`config.mk`:
```
export PLATFORM = sky130hd
export DESIGN_NAME = button_conditioner
export DESIGN_NICKNAME = d
export VERILOG_FILES = /design/src/rtl/button_conditioner_pkg.sv /design/src/rtl/debounce_cell.sv /design/src/rtl/button_conditioner.sv
export SDC_FILE = /design/constraint.sdc
export NUM_CORES = 1
export LEC_CHECK = 0
export ABC_AREA = 1
export CAP_MARGIN = 40
export CORE_ASPECT_RATIO = 0.75
export CORE_UTILIZATION = 30
export DETAILED_ROUTE_END_ITERATION = 7
export DONT_BUFFER_PORTS = 1
export PLACE_DENSITY = 0.46
export SLEW_MARGIN = 5
export SYNTH_ARGS = -nofsm -noshare
export SYNTH_HDL_FRONTEND = slang
export SYNTH_SLANG_ARGS = --single-unit
```
`constraint.sdc`:
```
create_clock -name clk -period 1.94 [get_ports clk]
set_input_delay 0.582 -clock clk [delete_from_list [all_inputs] [get_ports clk]]
set_output_delay 0.582 -clock clk [all_outputs]
set_load 0.05 [all_outputs]
```
`src/rtl/button_conditioner_pkg.sv`:
```
// Shared definitions for the push-button conditioner: button bit positions,
// repeat FSM state encoding and a small width helper.
package button_conditioner_pkg;

    localparam int NUM_BTN  = 5;

    // Bit positions inside the level/press vectors
    localparam int BTN_MID  = 0;
    localparam int BTN_L    = 1;
    localparam int BTN_R    = 2;
    localparam int BTN_UP   = 3;
    localparam int BTN_DOWN = 4;

    // Auto-repeat state encoding for the up/down buttons
    typedef enum logic [1:0] {
        RPT_IDLE   = 2'd0,
        RPT_DELAY  = 2'd1,
        RPT_REPEAT = 2'd2
    } rpt_state_e;

    // Larger of two integers, used to size a timer shared by two limits
    function automatic int max_int(input int a, input int b);
        return (a > b) ? a : b;
    endfunction

endpackage

```
`src/rtl/debounce_cell.sv`:
```
// One button lane: two-flop synchronizer, debounce counter, stable level
// and a one-cycle pulse on every debounced rising edge.
module debounce_cell #(
    parameter int DEBOUNCE_CYCLES = 1000000
) (
    input  logic clk,
    input  logic rst_n,
    input  logic raw,
    output logic level,
    output logic rise
);

    localparam int CNT_W = $clog2(DEBOUNCE_CYCLES);
    localparam logic [CNT_W-1:0] CNT_LAST = CNT_W'(DEBOUNCE_CYCLES - 1);

    logic             sync1_q;
    logic             sync2_q;
    logic             stable_q;
    logic             stable_d;
    logic [CNT_W-1:0] cnt_q;
    logic [CNT_W-1:0] cnt_d;
    logic             level_q;
    logic             rise_q;

    // Bring the asynchronous pin into the clk domain
    always_ff @(posedge clk or negedge rst_n) begin
        if (!rst_n) begin
            sync1_q <= 1'b0;
            sync2_q <= 1'b0;
        end else begin
            sync1_q <= raw;
            sync2_q <= sync1_q;
        end
    end

    // Flip the stable level only after the input has disagreed long enough;
    // any return to agreement restarts the count
    always_comb begin
        stable_d = stable_q;
        cnt_d    = '0;
        if (sync2_q != stable_q) begin
            if (cnt_q == CNT_LAST) begin
                stable_d = sync2_q;
            end else begin
                cnt_d = cnt_q + CNT_W'(1);
            end
        end
    end

    // Debounce state registers
    always_ff @(posedge clk or negedge rst_n) begin
        if (!rst_n) begin
            stable_q <= 1'b0;
            cnt_q    <= '0;
        end else begin
            stable_q <= stable_d;
            cnt_q    <= cnt_d;
        end
    end

    // Registered level copy; comparing against it yields the rise pulse
    always_ff @(posedge clk or negedge rst_n) begin
        if (!rst_n) begin
            level_q <= 1'b0;
            rise_q  <= 1'b0;
        end else begin
            level_q <= stable_q;
            rise_q  <= stable_q & ~level_q;
        end
    end

    assign level = level_q;
    assign rise  = rise_q;

endmodule

```
`src/rtl/button_conditioner.sv`:
```
// Turns the five raw board buttons into clean levels and press pulses,
// with auto-repeat on up/down and a long-hold event on mid.
module button_conditioner
    import button_conditioner_pkg::*;
#(
    parameter int DEBOUNCE_CYCLES = 1000000,
    parameter int REPEAT_DELAY    = 50000000,
    parameter int REPEAT_PERIOD   = 10000000,
    parameter int LONG_CYCLES     = 200000000
) (
    input  logic       clk,
    input  logic       rst_n,
    input  logic       button_mid,
    input  logic       button_l,
    input  logic       button_r,
    input  logic       button_up,
    input  logic       button_down,
    output logic [4:0] level,
    output logic [4:0] press,
    output logic       long_mid
);

    localparam int TIMER_W = $clog2(max_int(REPEAT_DELAY, REPEAT_PERIOD));
    localparam logic [TIMER_W-1:0] DELAY_LAST  = TIMER_W'(REPEAT_DELAY - 1);
    localparam logic [TIMER_W-1:0] PERIOD_LAST = TIMER_W'(REPEAT_PERIOD - 1);
    localparam int LONG_W = $clog2(LONG_CYCLES);
    localparam logic [LONG_W-1:0] LONG_LAST = LONG_W'(LONG_CYCLES - 1);
    localparam logic [LONG_W-1:0] LONG_ARM  = LONG_W'(LONG_CYCLES - 2);

    logic [NUM_BTN-1:0] raw_w;
    logic [NUM_BTN-1:0] level_w;
    logic [NUM_BTN-1:0] rise_w;
    logic [1:0]         rpt_pulse;
    logic               both_held;
    logic [LONG_W-1:0]  long_cnt_q;
    logic               long_q;

    assign raw_w[BTN_MID]  = button_mid;
    assign raw_w[BTN_L]    = button_l;
    assign raw_w[BTN_R]    = button_r;
    assign raw_w[BTN_UP]   = button_up;
    assign raw_w[BTN_DOWN] = button_down;

    genvar gi;
    generate
        for (gi = 0; gi < NUM_BTN; gi++) begin : g_cell
            debounce_cell #(
                .DEBOUNCE_CYCLES(DEBOUNCE_CYCLES)
            ) u_cell (
                .clk  (clk),
                .rst_n(rst_n),
                .raw  (raw_w[gi]),
                .level(level_w[gi]),
                .rise (rise_w[gi])
            );
        end
    endgenerate

    // Holding up and down together suppresses auto-repeat on both
    assign both_held = level_w[BTN_UP] & level_w[BTN_DOWN];

    // Lane 0 repeats up, lane 1 repeats down
    generate
        for (gi = 0; gi < 2; gi++) begin : g_rpt
            localparam int IDX = (gi == 0) ? BTN_UP : BTN_DOWN;

            rpt_state_e         state_q;
            rpt_state_e         state_d;
            logic [TIMER_W-1:0] timer_q;
            logic [TIMER_W-1:0] timer_d;
            logic               pulse_w;

            // Repeat state and timer registers
            always_ff @(posedge clk or negedge rst_n) begin
                if (!rst_n) begin
                    state_q <= RPT_IDLE;
                    timer_q <= '0;
                end else begin
                    state_q <= state_d;
                    timer_q <= timer_d;
                end
            end

            // Arm on a fresh press, wait out the delay, then pulse periodically;
            // release or a chord drops back to idle and needs a new press
            always_comb begin
                state_d = state_q;
                timer_d = timer_q;
                pulse_w = 1'b0;
                if (!level_w[IDX] || both_held) begin
                    state_d = RPT_IDLE;
                    timer_d = '0;
                end else begin
                    case (state_q)
                        RPT_IDLE: begin
                            if (rise_w[IDX]) begin
                                state_d = RPT_DELAY;
                                timer_d = '0;
                            end
                        end
                        RPT_DELAY: begin
                            if (timer_q == DELAY_LAST) begin
                                pulse_w = 1'b1;
                                timer_d = '0;
                                state_d = RPT_REPEAT;
                            end else begin
                                timer_d = timer_q + TIMER_W'(1);
                            end
                        end
                        RPT_REPEAT: begin
                            if (timer_q == PERIOD_LAST) begin
                                pulse_w = 1'b1;
                                timer_d = '0;
                            end else begin
                                timer_d = timer_q + TIMER_W'(1);
                            end
                        end
                        default: begin
                            state_d = RPT_IDLE;
                            timer_d = '0;
                        end
                    endcase
                end
            end

            assign rpt_pulse[gi] = pulse_w;
        end
    endgenerate

    // Long-hold counter on mid: one pulse on reaching the limit, then saturate
    always_ff @(posedge clk or negedge rst_n) begin
        if (!rst_n) begin
            long_cnt_q <= '0;
            long_q     <= 1'b0;
        end else if (!level_w[BTN_MID]) begin
            long_cnt_q <= '0;
            long_q     <= 1'b0;
        end else begin
            long_q <= (long_cnt_q == LONG_ARM);
            if (long_cnt_q != LONG_LAST) begin
                long_cnt_q <= long_cnt_q + LONG_W'(1);
            end
        end
    end

    // Merge repeat pulses into the up/down press bits
    always_comb begin
        press           = rise_w;
        press[BTN_UP]   = rise_w[BTN_UP] | rpt_pulse[0];
        press[BTN_DOWN] = rise_w[BTN_DOWN] | rpt_pulse[1];
    end

    assign level    = level_w;
    assign long_mid = long_q;

endmodule

```
==> run_results.csv <==
group,metric,value,unit
status,status,"finished with violations",
status,violations,"hold timing, setup timing",
worst_setup_path,crit_type,"register to output port",
worst_setup_path,r2r_start,"g_rpt[0].timer_q[0]",
run,max-cap-violations,0,
clocking,root_buffer,"clkbuf_16",
placement,place_ws,-0.08307,ns
worst_setup_path,cp.arrival,1.85,ns
clocking,cts_tree,"yes",
sta,relSlewSlack,62.81,%
clocking,numCtsBuffers,25,
power,vdd_drop_max,0.0005622,V
cells_and_area,syn_to_final_growth,16.93,%
power,internal-power,7.202,mW
sta,max_freq,411.1,MHz
sta,slew_violations,0,
synth,yosysSeqAreaShare,43.34,%
power,power_switching,2.035,mW
floorplan,rows,63,
global_route,grt_overflow,0,
routing,drt_iter0_drc,579,
synth,async_reset_ff_share,100.0,%
routing,num_vias,10338,
placement,io_buffers,0,
floorplan,die_area,41230,um^2
routing,drc,0,
floorplan,die_x,234.1,um
cells_and_area,stdcell_area,14180,um^2
synth,synth_top_area_share,43.34,%
worst_setup_path,worstPathRequired,1.36,ns
sta,post-route-period-util,125.4,%
synth,yosys-top-cells-count,"nand2_1, nor2_1, dfrtp_1",
sta,final-hold-violation-count,210,
global_route,grt_pass1_vias,10001,
synth,yosys_register_bits,210,
placement,place_hpwl,20730,um
floorplan,coreArea,39650,um^2
sta,tightestPinTransition,0.5528,ns
cells_and_area,fin_nets,1707,
routing,wirelength,28920,um
power,power_density,651.5,nW/um^2
power,p_leak,6.151,nW
synth,synth_area_leaders,"dfrtp_1, nand2_1, nor2_1, inv_1, nand3_1",
sta,fin_skew,0.01511,ns
worst_setup_path,r2r_setup_slack,0.15,ns
synth,synth-main-ff-cell,"dfrtp_1",
synth,synth_top_area_cell,"dfrtp_1",
global_route,grt_max_degree,211,
sta,hold_ws,-0.2465,ns
power,switching_share,22.03,%
floorplan,io_pins,18,
clocking,clkTransAtPathRegs,0.06,ns
power,p_clk_share,50.6,%
synth,synth_edf_count,0,
routing,post_drt_wl_per_cell,13.04,um
routing,ant_nets,0,
power,p_comb_share,1.2,%
worst_setup_path,reg2reg_depth,10,
synth,synthCells,1598,
sta,period_minus_slack,2.432,ns
worst_setup_path,path_cells,"nand2_2 > nor2_1 > nand2_4 > nor2_4 > nand3_2 > nand2_2 > a31o_4",
synth,synth.most_common_cell,"nand2_1",
placement,place_area,13180,um^2
worst_setup_path,worst-path-buf-inv,0,
synth,syn_area,12130,um^2
cells_and_area,antenna_cells,0,
placement,place.gp.congestion,0.8807,
worst_setup_path,end_kind,"output port",
clocking,clkLatencyLatePin,0.55,ns
synth,synth_fp_nets,1624,
synth,synthDistinctLibCells,49,
worst_setup_path,critical_path.startpoint_type,"register",
clocking,htree_levels,1,
sta,setup_viol,2,
floorplan,die_y,176.1,um
cells_and_area,layout-drive-gt1-share,14.43,%
floorplan,initial_core_util,30.58,%
worst_setup_path,slowest_stage,"dfrtp_1",
worst_setup_path,critPathTopFamily,"simple AND/OR/NAND/NOR gates",
synth,yosys_warnings,0,
sta,layout_setup_ws,-0.4922,ns
worst_setup_path,cpPeakStageDelay,0.40,ns
routing,vias_per_cell,4.661,
routing,first_pass_iters,5,
worst_setup_path,crit_top_cell,"nand2_2",
power,seq_power_share,48.1,%
clocking,clock_path_buffers,3,
hold_path,hp-class,"primary input to asynchronous set/reset pin",
synth,avgSynthCellArea,7.588,um^2
global_route,grt_pass1_wl,50040,um
sta,rsz0062_at_grt,"true",
worst_setup_path,crit_fanout,4,
global_route,grt_antenna_before_repair,0,
clocking,clock_sinks,210,
global_route,gr-usage-all-layers,14.64,%
worst_setup_path,rr_endpoint,"g_rpt[0].timer_q[20]",
stage by stage:
stage                     total power [mW]  utilization (%)  hold WS (ns)  instances  TNS [ns]
after floorplan                      4.602                -        0.2864       1598         0
after global placement               4.639            33.25        0.3023       2165  -0.08741
after CTS                            9.457            35.49       -0.2934       2214    -1.178
final                                9.237            35.76       -0.2465       2218   -0.9665
after detailed placement             4.641            33.25        0.3044       2165  -0.08561
after global routing                 9.636            35.76       -0.2944       2218    -1.241
power by group through the flow:
stage	Clock (mW)	Combinational [mW]	Sequential [mW]
after floorplan	0	0.0826	4.52
after global placement	0	0.114	4.53
after detailed placement	0	0.115	4.53
after CTS	4.90	0.115	4.45
after global routing	5.06	0.131	4.45
final	4.68	0.114	4.45
state kept, by name, summed over array words and instances, names as in the netlist:
register                count
g_cell.u_cell.sync1_q       5
g_cell.u_cell.stable_q      5
long_cnt_q                 28
g_cell.u_cell.rise          5
g_rpt.timer_q              52
g_cell.u_cell.cnt_q       100
long_mid                    1
g_rpt.state_q               4
g_cell.u_cell.level         5
g_cell.u_cell.sync2_q       5
metal layers:
layer  GRT usage [%]  share of wire (%)  wire length (um)  up-vias
li1                -                  -                 -     5350
met1           22.27                 53             15460     4821
met2           21.50                 41             11960      130
met3           2.277                3.1               883       37
met4           3.409                2.1               619        0
met5               0                  0                 0        -
layout make-up:
type	instances	area, um^2
Clock inverter	8	87.58
Inverter	213	802.0
Clock buffer	36	726.9
Timing Repair Buffer	83	635.6
Sequential cell	210	5255
Tap cell	520	650.6
Multi-Input combinational cell	1148	6021
Fill cell	4164	25470
worst max-delay path by stage:
stage	slack, ns	to	from	cells past startpoint
after global routing	-0.64	press[3]	g_rpt[0].timer_q[0]	9
after global placement	-0.07	press[3]	g_rpt[0].timer_q[0]	9
after floorplan	0.007	press[3]	g_rpt[0].timer_q[0]	9
final	-0.49	press[4]	g_rpt[1].timer_q[5]	7
after CTS	-0.64	press[3]	g_rpt[0].timer_q[1]	9
after detailed placement	-0.08	press[3]	g_rpt[0].timer_q[1]	9
cell families after synthesis:
logic type	synth area share, %
xor+xnor	4.623
buf+inv	8.080
flops	43.34
simple gates	35.25
mux	0.09286
compound gates	6.656
fa+ha+maj	1.961
layout by cell type (no fill, tap or decap), types with 12 or more instances in the layout:
cell and instances:
a21oi_1 78, buf_4 82, clkbuf_16 25, dfrtp_1 210
ha_1 17, inv_1 196, inv_2 15, nand2_1 333
nand2_2 19, nand3_1 111, nand3_2 12, nand4_1 54
nor2_1 222, nor2_2 31, nor3_1 68, nor4_1 12
o21ai_0 28, o21ai_1 12, xnor2_1 16, xor2_1 48
timing repair:
action / CTS / global route
endpoints found under the setup margin: 2 / 14
setup buffers: 5 / 4
gates resized for setup: 14 / 25
endpoints found under the hold margin: 210 / 210
pin swaps: 14 / 12
No activity file was read; power rests on OpenSTA's default activity.
